$ cat src/rtl/spike_aer_encoder.sv
// Spike capture, round-robin AER serialiser and first-word-fall-through event FIFO.
// Each captured spike is timestamped with the free-running counter value of its capture cycle.
module spike_aer_encoder #(
  parameter int N_NEURONS  = 8,
  parameter int ADDR_W     = 3,
  parameter int TS_W       = 8,
  parameter int FIFO_DEPTH = 4
) (
  input  logic                          clk,
  input  logic                          rst_n,
  input  logic [N_NEURONS-1:0]          spike_in,
  output logic                          ev_valid,
  input  logic                          ev_ready,
  output logic [ADDR_W-1:0]             ev_addr,
  output logic [TS_W-1:0]               ev_ts,
  output logic [N_NEURONS-1:0]          pending,
  output logic [$clog2(FIFO_DEPTH):0]   fifo_level,
  output logic [7:0]                    drop_count
);

  localparam int PTR_W = $clog2(FIFO_DEPTH);
  localparam int LVL_W = PTR_W + 1;
  localparam int CNT_W = ADDR_W + 1;

  logic [TS_W-1:0]      ts_r;
  logic [TS_W-1:0]      ts_lat_r [N_NEURONS];
  logic [N_NEURONS-1:0] pending_r;
  logic [ADDR_W-1:0]    rr_r;
  logic [PTR_W-1:0]     wr_ptr_r;
  logic [PTR_W-1:0]     rd_ptr_r;
  logic [LVL_W-1:0]     level_r;
  logic [7:0]           drop_count_r;
  logic [ADDR_W-1:0]    fifo_addr_r [FIFO_DEPTH];
  logic [TS_W-1:0]      fifo_ts_r [FIFO_DEPTH];

  logic                 can_push_s;
  logic                 grant_s;
  logic [ADDR_W-1:0]    gnt_idx_s;
  logic [ADDR_W-1:0]    idx_s;
  logic [N_NEURONS-1:0] grant_vec_s;
  logic [N_NEURONS-1:0] keep_s;
  logic [N_NEURONS-1:0] capture_s;
  logic [N_NEURONS-1:0] drop_vec_s;
  logic [CNT_W-1:0]     drops_s;
  logic [15:0]          drop_sum_s;
  logic                 pop_s;

  assign ev_valid   = (level_r != {LVL_W{1'b0}});
  assign ev_addr    = fifo_addr_r[rd_ptr_r];
  assign ev_ts      = fifo_ts_r[rd_ptr_r];
  assign pending    = pending_r;
  assign fifo_level = level_r;
  assign drop_count = drop_count_r;
  assign pop_s      = ev_valid & ev_ready;
  // Slot availability is judged on the pre-pop level, so a pop never frees room in the same cycle.
  assign can_push_s = (level_r < LVL_W'(FIFO_DEPTH));

  // Round-robin search from rr_r upward, first pending neuron wins.
  always_comb begin
    grant_s   = 1'b0;
    gnt_idx_s = {ADDR_W{1'b0}};
    idx_s     = {ADDR_W{1'b0}};
    for (int off = 0; off < N_NEURONS; off++) begin
      idx_s = rr_r + ADDR_W'(off);
      if (!grant_s && can_push_s && pending_r[idx_s]) begin
        grant_s   = 1'b1;
        gnt_idx_s = idx_s;
      end else begin
        grant_s   = grant_s;
      end
    end
  end

  // Capture versus coalesce decision per neuron, after this cycle's grant clears its bit.
  always_comb begin
    grant_vec_s = {N_NEURONS{1'b0}};
    if (grant_s) begin
      grant_vec_s[gnt_idx_s] = 1'b1;
    end else begin
      grant_vec_s = {N_NEURONS{1'b0}};
    end
    keep_s     = pending_r & ~grant_vec_s;
    capture_s  = spike_in & ~keep_s;
    drop_vec_s = spike_in & keep_s;
    drops_s    = {CNT_W{1'b0}};
    for (int i = 0; i < N_NEURONS; i++) begin
      drops_s = drops_s + CNT_W'(drop_vec_s[i]);
    end
    drop_sum_s = 16'(drop_count_r) + 16'(drops_s);
  end

  // All state: timestamp, capture, arbiter pointer, FIFO storage and counters.
  always_ff @(posedge clk) begin
    if (!rst_n) begin
      ts_r         <= {TS_W{1'b0}};
      pending_r    <= {N_NEURONS{1'b0}};
      rr_r         <= {ADDR_W{1'b0}};
      wr_ptr_r     <= {PTR_W{1'b0}};
      rd_ptr_r     <= {PTR_W{1'b0}};
      level_r      <= {LVL_W{1'b0}};
      drop_count_r <= 8'd0;
      for (int i = 0; i < N_NEURONS; i++) begin
        ts_lat_r[i] <= {TS_W{1'b0}};
      end
      for (int j = 0; j < FIFO_DEPTH; j++) begin
        fifo_addr_r[j] <= {ADDR_W{1'b0}};
        fifo_ts_r[j]   <= {TS_W{1'b0}};
      end
    end else begin
      ts_r      <= ts_r + TS_W'(1);
      pending_r <= keep_s | spike_in;
      for (int i = 0; i < N_NEURONS; i++) begin
        if (capture_s[i]) begin
          ts_lat_r[i] <= ts_r;
        end else begin
          ts_lat_r[i] <= ts_lat_r[i];
        end
      end
      // The enqueued timestamp is the pre-edge latch, so a same-cycle recapture does not leak in.
      if (grant_s) begin
        fifo_addr_r[wr_ptr_r] <= gnt_idx_s;
        fifo_ts_r[wr_ptr_r]   <= ts_lat_r[gnt_idx_s];
        wr_ptr_r              <= wr_ptr_r + PTR_W'(1);
        rr_r                  <= gnt_idx_s + ADDR_W'(1);
      end else begin
        rr_r <= rr_r;
      end
      if (pop_s) begin
        rd_ptr_r <= rd_ptr_r + PTR_W'(1);
      end else begin
        rd_ptr_r <= rd_ptr_r;
      end
      case ({grant_s, pop_s})
        2'b10:   level_r <= level_r + LVL_W'(1);
        2'b01:   level_r <= level_r - LVL_W'(1);
        default: level_r <= level_r;
      endcase
      if (drop_sum_s > 16'd255) begin
        drop_count_r <= 8'hFF;
      end else begin
        drop_count_r <= drop_sum_s[7:0];
      end
    end
  end

endmodule

$ cat config.mk
export PLATFORM = sky130hd
export DESIGN_NAME = spike_aer_encoder
export DESIGN_NICKNAME = d
export VERILOG_FILES = /design/src/rtl/spike_aer_encoder.sv
export SDC_FILE = /design/constraint.sdc
export NUM_CORES = 1
export LEC_CHECK = 0
export ABC_CLOCK_PERIOD_IN_PS = 8400
export BUFFER_PORTS_ARGS = -buffer_cell sky130_fd_sc_hd__buf_2
export CAP_MARGIN = 20
export CORE_UTILIZATION = 62
export CTS_CLUSTER_DIAMETER = 30
export CTS_CLUSTER_SIZE = 14
export DETAILED_ROUTE_END_ITERATION = 12
export PLACE_DENSITY = 0.92
export SYNTH_ARGS = -nofsm -noshare
export SYNTH_HDL_FRONTEND = slang
export SYNTH_SLANG_ARGS = --single-unit
$ cat constraint.sdc
create_clock -name clk -period 8.4 [get_ports clk]
set_input_delay 0.84 -clock clk [delete_from_list [all_inputs] [get_ports clk]]
set_output_delay 0.84 -clock clk [all_outputs]
set_load 0.05 [all_outputs]
==> impl_summary.md <==
Run status
The run finished with clean final reports.

Route
The wire length per cell is around 20 um. The total vias in the final route is between 5000 and 6000. Wires add up to approximately 17000 um. After detailed routing, the number of remaining DRC violations is 0.

After detailed routing, the number of vias per cell comes to 6.255. The first routing iteration left 622 violations. The count of nets left with antenna violations once routing finished came out at 0.

The number of iterations in the first detailed-routing pass is 6.

Cells and area
The number of diodes added for antenna fixing is 0. Of the cells placed in the final design, the portion with a size suffix greater than 1 is 0.1846. The final net count is between 700 and 800.

The layout has slightly below 800 filler cells. The synthesis-to-layout area growth is 11.68%.

Critical path
Data on the critical path is required at its endpoint by between 8 and 9 ns. For the worst flop-to-flop path, the logic depth is 22. The reg-to-reg critical path startpoint is rr_r[0]. The critical path launch point type is a flop.

STA classifies the critical path endpoint as a flop. Along the worst path, the maximum fanout reaches 21. The critical register-to-register path endpoint is drop_count[7].

The critical path is of the flop to flop type. Across all register-to-register paths, the minimum setup slack is 0.53 ns. For the worst setup path, the data arrival time is roughly 8.2 ns.

Placed design
The final weighted congestion in routability-driven placement is roughly 0.94. Buffers placed on the I/O ports in this run total 41. The half-perimeter wire length after placement is ~12000 um.

Logic synthesis
The count of yosys warnings during synthesis is 0. The cell area that synthesis handed to floorplanning was 0.007682 mm2. The count of flip-flops with a built-in enable after synthesis is approximately 110. The share of the Yosys chip area taken by registers is 0.5160. The async set-reset flop share out of synthesis is 0. Yosys mapped the design onto 60 distinct sky130hd cell types. Measured against the total synthesized area, the mux share comes to 0.1368. Of the total synthesized cell area, the portion taken by full adders, half adders and majority gates is 0.03355. The most used flip-flop cell after synthesis is sky130_fd_sc_hd__edfxtp_1. The cell count after synthesis came out at 666. Synthesis produced a netlist with a net count of a little under 700. After synthesis, the largest family of logic cells by area is simple AND/OR/NAND/NOR gates. The xor-xnor portion of the synthesized cell area is 0.02166.

The simple-gate portion of the synthesized area is 0.1624. The register bit count reported by yosys is roughly 140. The average footprint of a synthesized cell is 11.54 um2. The post-synthesis compound-gate area fraction is 0.08990.

STA
The fraction of the cycle the final worst path needs is 0.9369. The number of endpoints with negative hold slack in the final report is 0. The count of final max-slew check failures is 0. Setup violations remaining at the end of the flow were counted as 0. For the final database, setup skew stands at between 0.007 and 0.008 ns. The transition time at the pin with the least slew margin is approximately 0.99 ns. The setup TNS is 0 ns.

The relative max-transition margin is 0.3370. Setup repair after global routing left no endpoint under its margin. The maximum clock rate is 0.1271 GHz. The final critical delay including setup and external delays is between 7 and 8 ns.

Clocking
The clock root buffer master is sky130_fd_sc_hd__clkbuf_16. The number of buffers added for setup after CTS is 0. TritonCTS built the clock tree. Clock tree synthesis inserted a total of 17 buffers. The register clock-pin slew on the reported worst setup and hold paths is around 0.060 ns. The clock network latency to the later pin of the worst-skew pair is 0.43 ns.

The number of buffers between clock root and the deepest sink is 2. The number of hold buffers added after CTS is 0. Post-CTS repair changed the size of 0 cells. The clock tree synthesis step divided the H-tree into 4 levels.

Clock tree synthesis found a total of around 140 sinks.

Global route
The maximum number of pins on one net before global-route repair is 38. Across every metal layer, demand over resource in global routing totals 0.2861. Summed over all layers, the global routing overflow is 0.

The first global-routing pass estimated between 20000 and 30000 um of wire. The via count of the first global-routing pass came to ~5400. The initial antenna violation count is 0.

Min path
The class of the tightest hold or removal check is flop to flop. In this run the most critical hold path is launched from ts_r[0]. Counting instances, the worst hold path has a depth of 1. The endpoint of the worst hold-timing path is ts_r[0].

Floorplanning
The starting density of the core is 0.6369. The chip width is 113.3 um. The floorplan die area is 0.01284 mm2. The floorplan step set the die height to about 110 um. During I/O placement, the number of pins put on the boundary was between 40 and 50. The initialized floorplan defines 40 standard-cell rows.

The total area inside the core boundary comes to about 0.012 mm2.

Run
Across the run, the number of max-cap violations was 0.
==> worst max path at each step <==
stage | start | cells after the start | to | slack [ns]
after floorplan | rr_r[1] | 27 | drop_count[7] | 1.84
after global placement | rr_r[0] | 23 | drop_count[7] | 1.09
after detailed placement | rr_r[0] | 22 | drop_count[7] | 0.67
after CTS | rr_r[0] | 23 | drop_count[7] | 0.58
after global routing | rr_r[0] | 22 | drop_count[7] | 0.03
final | rr_r[0] | 22 | drop_count[7] | 0.53
==> per-layer routing <==
metal,share of wire,routed length [um],vias to the layer above,global-route usage
met5,0,0,-,0
met4,0.024,410,0,0.1333
met3,0.090,1560,41,0.06374
met2,0.49,8462,316,0.4663
met1,0.40,6859,2630,0.3671
li1,-,-,2536,-
==> stage by stage <==
| stage | util | std cells | worst slack, ns | hold WS (ns) | instance area [um2] |
|---|---|---|---|---|---|
| final | 0.7113 | 883 | 0.5302 | 0.4582 | 8579 |
| after global routing | 0.7113 | 883 | 0.03059 | 0.5091 | 8579 |
| after CTS | 0.7113 | 883 | 0.5828 | 0.4628 | 8579 |
| after detailed placement | 0.6614 | 851 | 0.6678 | 0.4486 | 7978 |
| after global placement | 0.6604 | 849 | 1.089 | 0.4409 | 7965 |
| after floorplan | - | 666 | 1.839 | 0.4260 | 7682 |
==> registers in the layout (all words and copies together), names as in the netlist, named ones only <==
signal       flops
ts_lat_r        64
fifo_ts_r       32
fifo_addr_r     12
drop_count       8
pending          8
ts_r             8
fifo_level       3
rr_r             3
rd_ptr_r         2
wr_ptr_r         2
==> cell usage after synthesis (3+ instances only) <==
master | count | share of area
sky130_fd_sc_hd__and3_1 | 4 | 0.0033
sky130_fd_sc_hd__fa_1 | 6 | 0.016
sky130_fd_sc_hd__a22oi_1 | 9 | 0.0088
sky130_fd_sc_hd__nor2_2 | 9 | 0.0073
sky130_fd_sc_hd__nand3_1 | 10 | 0.0065
sky130_fd_sc_hd__and2_1 | 6 | 0.0049
sky130_fd_sc_hd__buf_2 | 10 | 0.0065
sky130_fd_sc_hd__o211ai_1 | 3 | 0.0029
sky130_fd_sc_hd__o41a_1 | 3 | 0.0044
sky130_fd_sc_hd__nor3_1 | 8 | 0.0052
sky130_fd_sc_hd__a32o_1 | 9 | 0.012
sky130_fd_sc_hd__o21ai_0 | 11 | 0.0072
sky130_fd_sc_hd__buf_6 | 5 | 0.0073
sky130_fd_sc_hd__mux4_2 | 22 | 0.064
sky130_fd_sc_hd__buf_4 | 3 | 0.0029
sky130_fd_sc_hd__a21oi_1 | 14 | 0.0091
sky130_fd_sc_hd__a221oi_1 | 3 | 0.0034
sky130_fd_sc_hd__o31a_1 | 4 | 0.0046
sky130_fd_sc_hd__edfxtp_1 | 108 | 0.42
sky130_fd_sc_hd__nor2b_1 | 5 | 0.0041
sky130_fd_sc_hd__nand2_1 | 67 | 0.033
sky130_fd_sc_hd__o21a_1 | 4 | 0.0039
sky130_fd_sc_hd__xor2_1 | 12 | 0.014
sky130_fd_sc_hd__a31oi_1 | 3 | 0.0024
sky130_fd_sc_hd__or3_1 | 4 | 0.0033
sky130_fd_sc_hd__xnor2_1 | 7 | 0.0080
sky130_fd_sc_hd__mux2_2 | 11 | 0.016
sky130_fd_sc_hd__clkinv_1 | 3 | 0.0015
sky130_fd_sc_hd__and4_1 | 25 | 0.029
sky130_fd_sc_hd__nor3b_1 | 3 | 0.0029
sky130_fd_sc_hd__a211oi_1 | 3 | 0.0029
sky130_fd_sc_hd__nand2b_1 | 12 | 0.0098
sky130_fd_sc_hd__inv_1 | 27 | 0.013
sky130_fd_sc_hd__clkbuf_1 | 13 | 0.0064
sky130_fd_sc_hd__mux2i_1 | 42 | 0.055
sky130_fd_sc_hd__ha_1 | 11 | 0.018
sky130_fd_sc_hd__dfxtp_1 | 36 | 0.094
sky130_fd_sc_hd__nor2_1 | 100 | 0.049
==> placed cells by master (no fill, tap or decap), types with 11 or more instances in the layout <==
master	n
sky130_fd_sc_hd__edfxtp_1	108
sky130_fd_sc_hd__nor2_1	100
sky130_fd_sc_hd__nand2_1	67
sky130_fd_sc_hd__mux2i_1	42
sky130_fd_sc_hd__buf_2	42
sky130_fd_sc_hd__dfxtp_1	36
sky130_fd_sc_hd__inv_1	27
sky130_fd_sc_hd__and4_1	25
sky130_fd_sc_hd__mux4_2	22
sky130_fd_sc_hd__clkbuf_16	20
sky130_fd_sc_hd__a21oi_1	14
sky130_fd_sc_hd__nand2b_1	12
sky130_fd_sc_hd__xor2_1	12
sky130_fd_sc_hd__o21ai_0	11
sky130_fd_sc_hd__mux2_2	11
sky130_fd_sc_hd__ha_1	11
==> final cells by class <==
type,count,area [um2],share of cell area
Clock buffer,22,508.0,0.05921
Clock inverter,10,93.84,0.01094
Inverter,32,120.1,0.01400
Multi-Input combinational cell,457,3413,0.3978
Sequential cell,144,3964,0.4620
Tap cell,168,210.2,0.02450
Timing Repair Buffer,50,270.3,0.03150
==> critical path, cell delays in order, from the launching register on <==
cell and delay (ns):
sky130_fd_sc_hd__dfxtp_1 0.91, sky130_fd_sc_hd__inv_1 0.30, sky130_fd_sc_hd__ha_1 0.61, sky130_fd_sc_hd__mux4_2 0.42, sky130_fd_sc_hd__mux2i_1 0.36, sky130_fd_sc_hd__nor4_1 0.12, sky130_fd_sc_hd__o31ai_1 0.23, sky130_fd_sc_hd__o311a_1 0.52
sky130_fd_sc_hd__clkinv_1 0.40, sky130_fd_sc_hd__o41a_1 0.55, sky130_fd_sc_hd__nand2_1 0.11, sky130_fd_sc_hd__fa_1 0.45, sky130_fd_sc_hd__fa_1 0.52, sky130_fd_sc_hd__fa_1 0.55, sky130_fd_sc_hd__inv_1 0.05, sky130_fd_sc_hd__fa_1 0.43
sky130_fd_sc_hd__a21o_1 0.18, sky130_fd_sc_hd__a21oi_1 0.22, sky130_fd_sc_hd__nor2b_1 0.07, sky130_fd_sc_hd__o21ai_0 0.31, sky130_fd_sc_hd__nor2_1 0.12, sky130_fd_sc_hd__and3_1 0.19, sky130_fd_sc_hd__nor3_1 0.17
==> cell families after synthesis <==
kind of cell	Yosys count
xor+xnor	19
simple gates	258
fa+ha+maj	17
compound gates	87
mux	76
flops	144
buf+inv	65
Power is left out: the tool's default activity adds up to more than one toggle a clock period on the data nets, which glitch-free logic cannot reach.
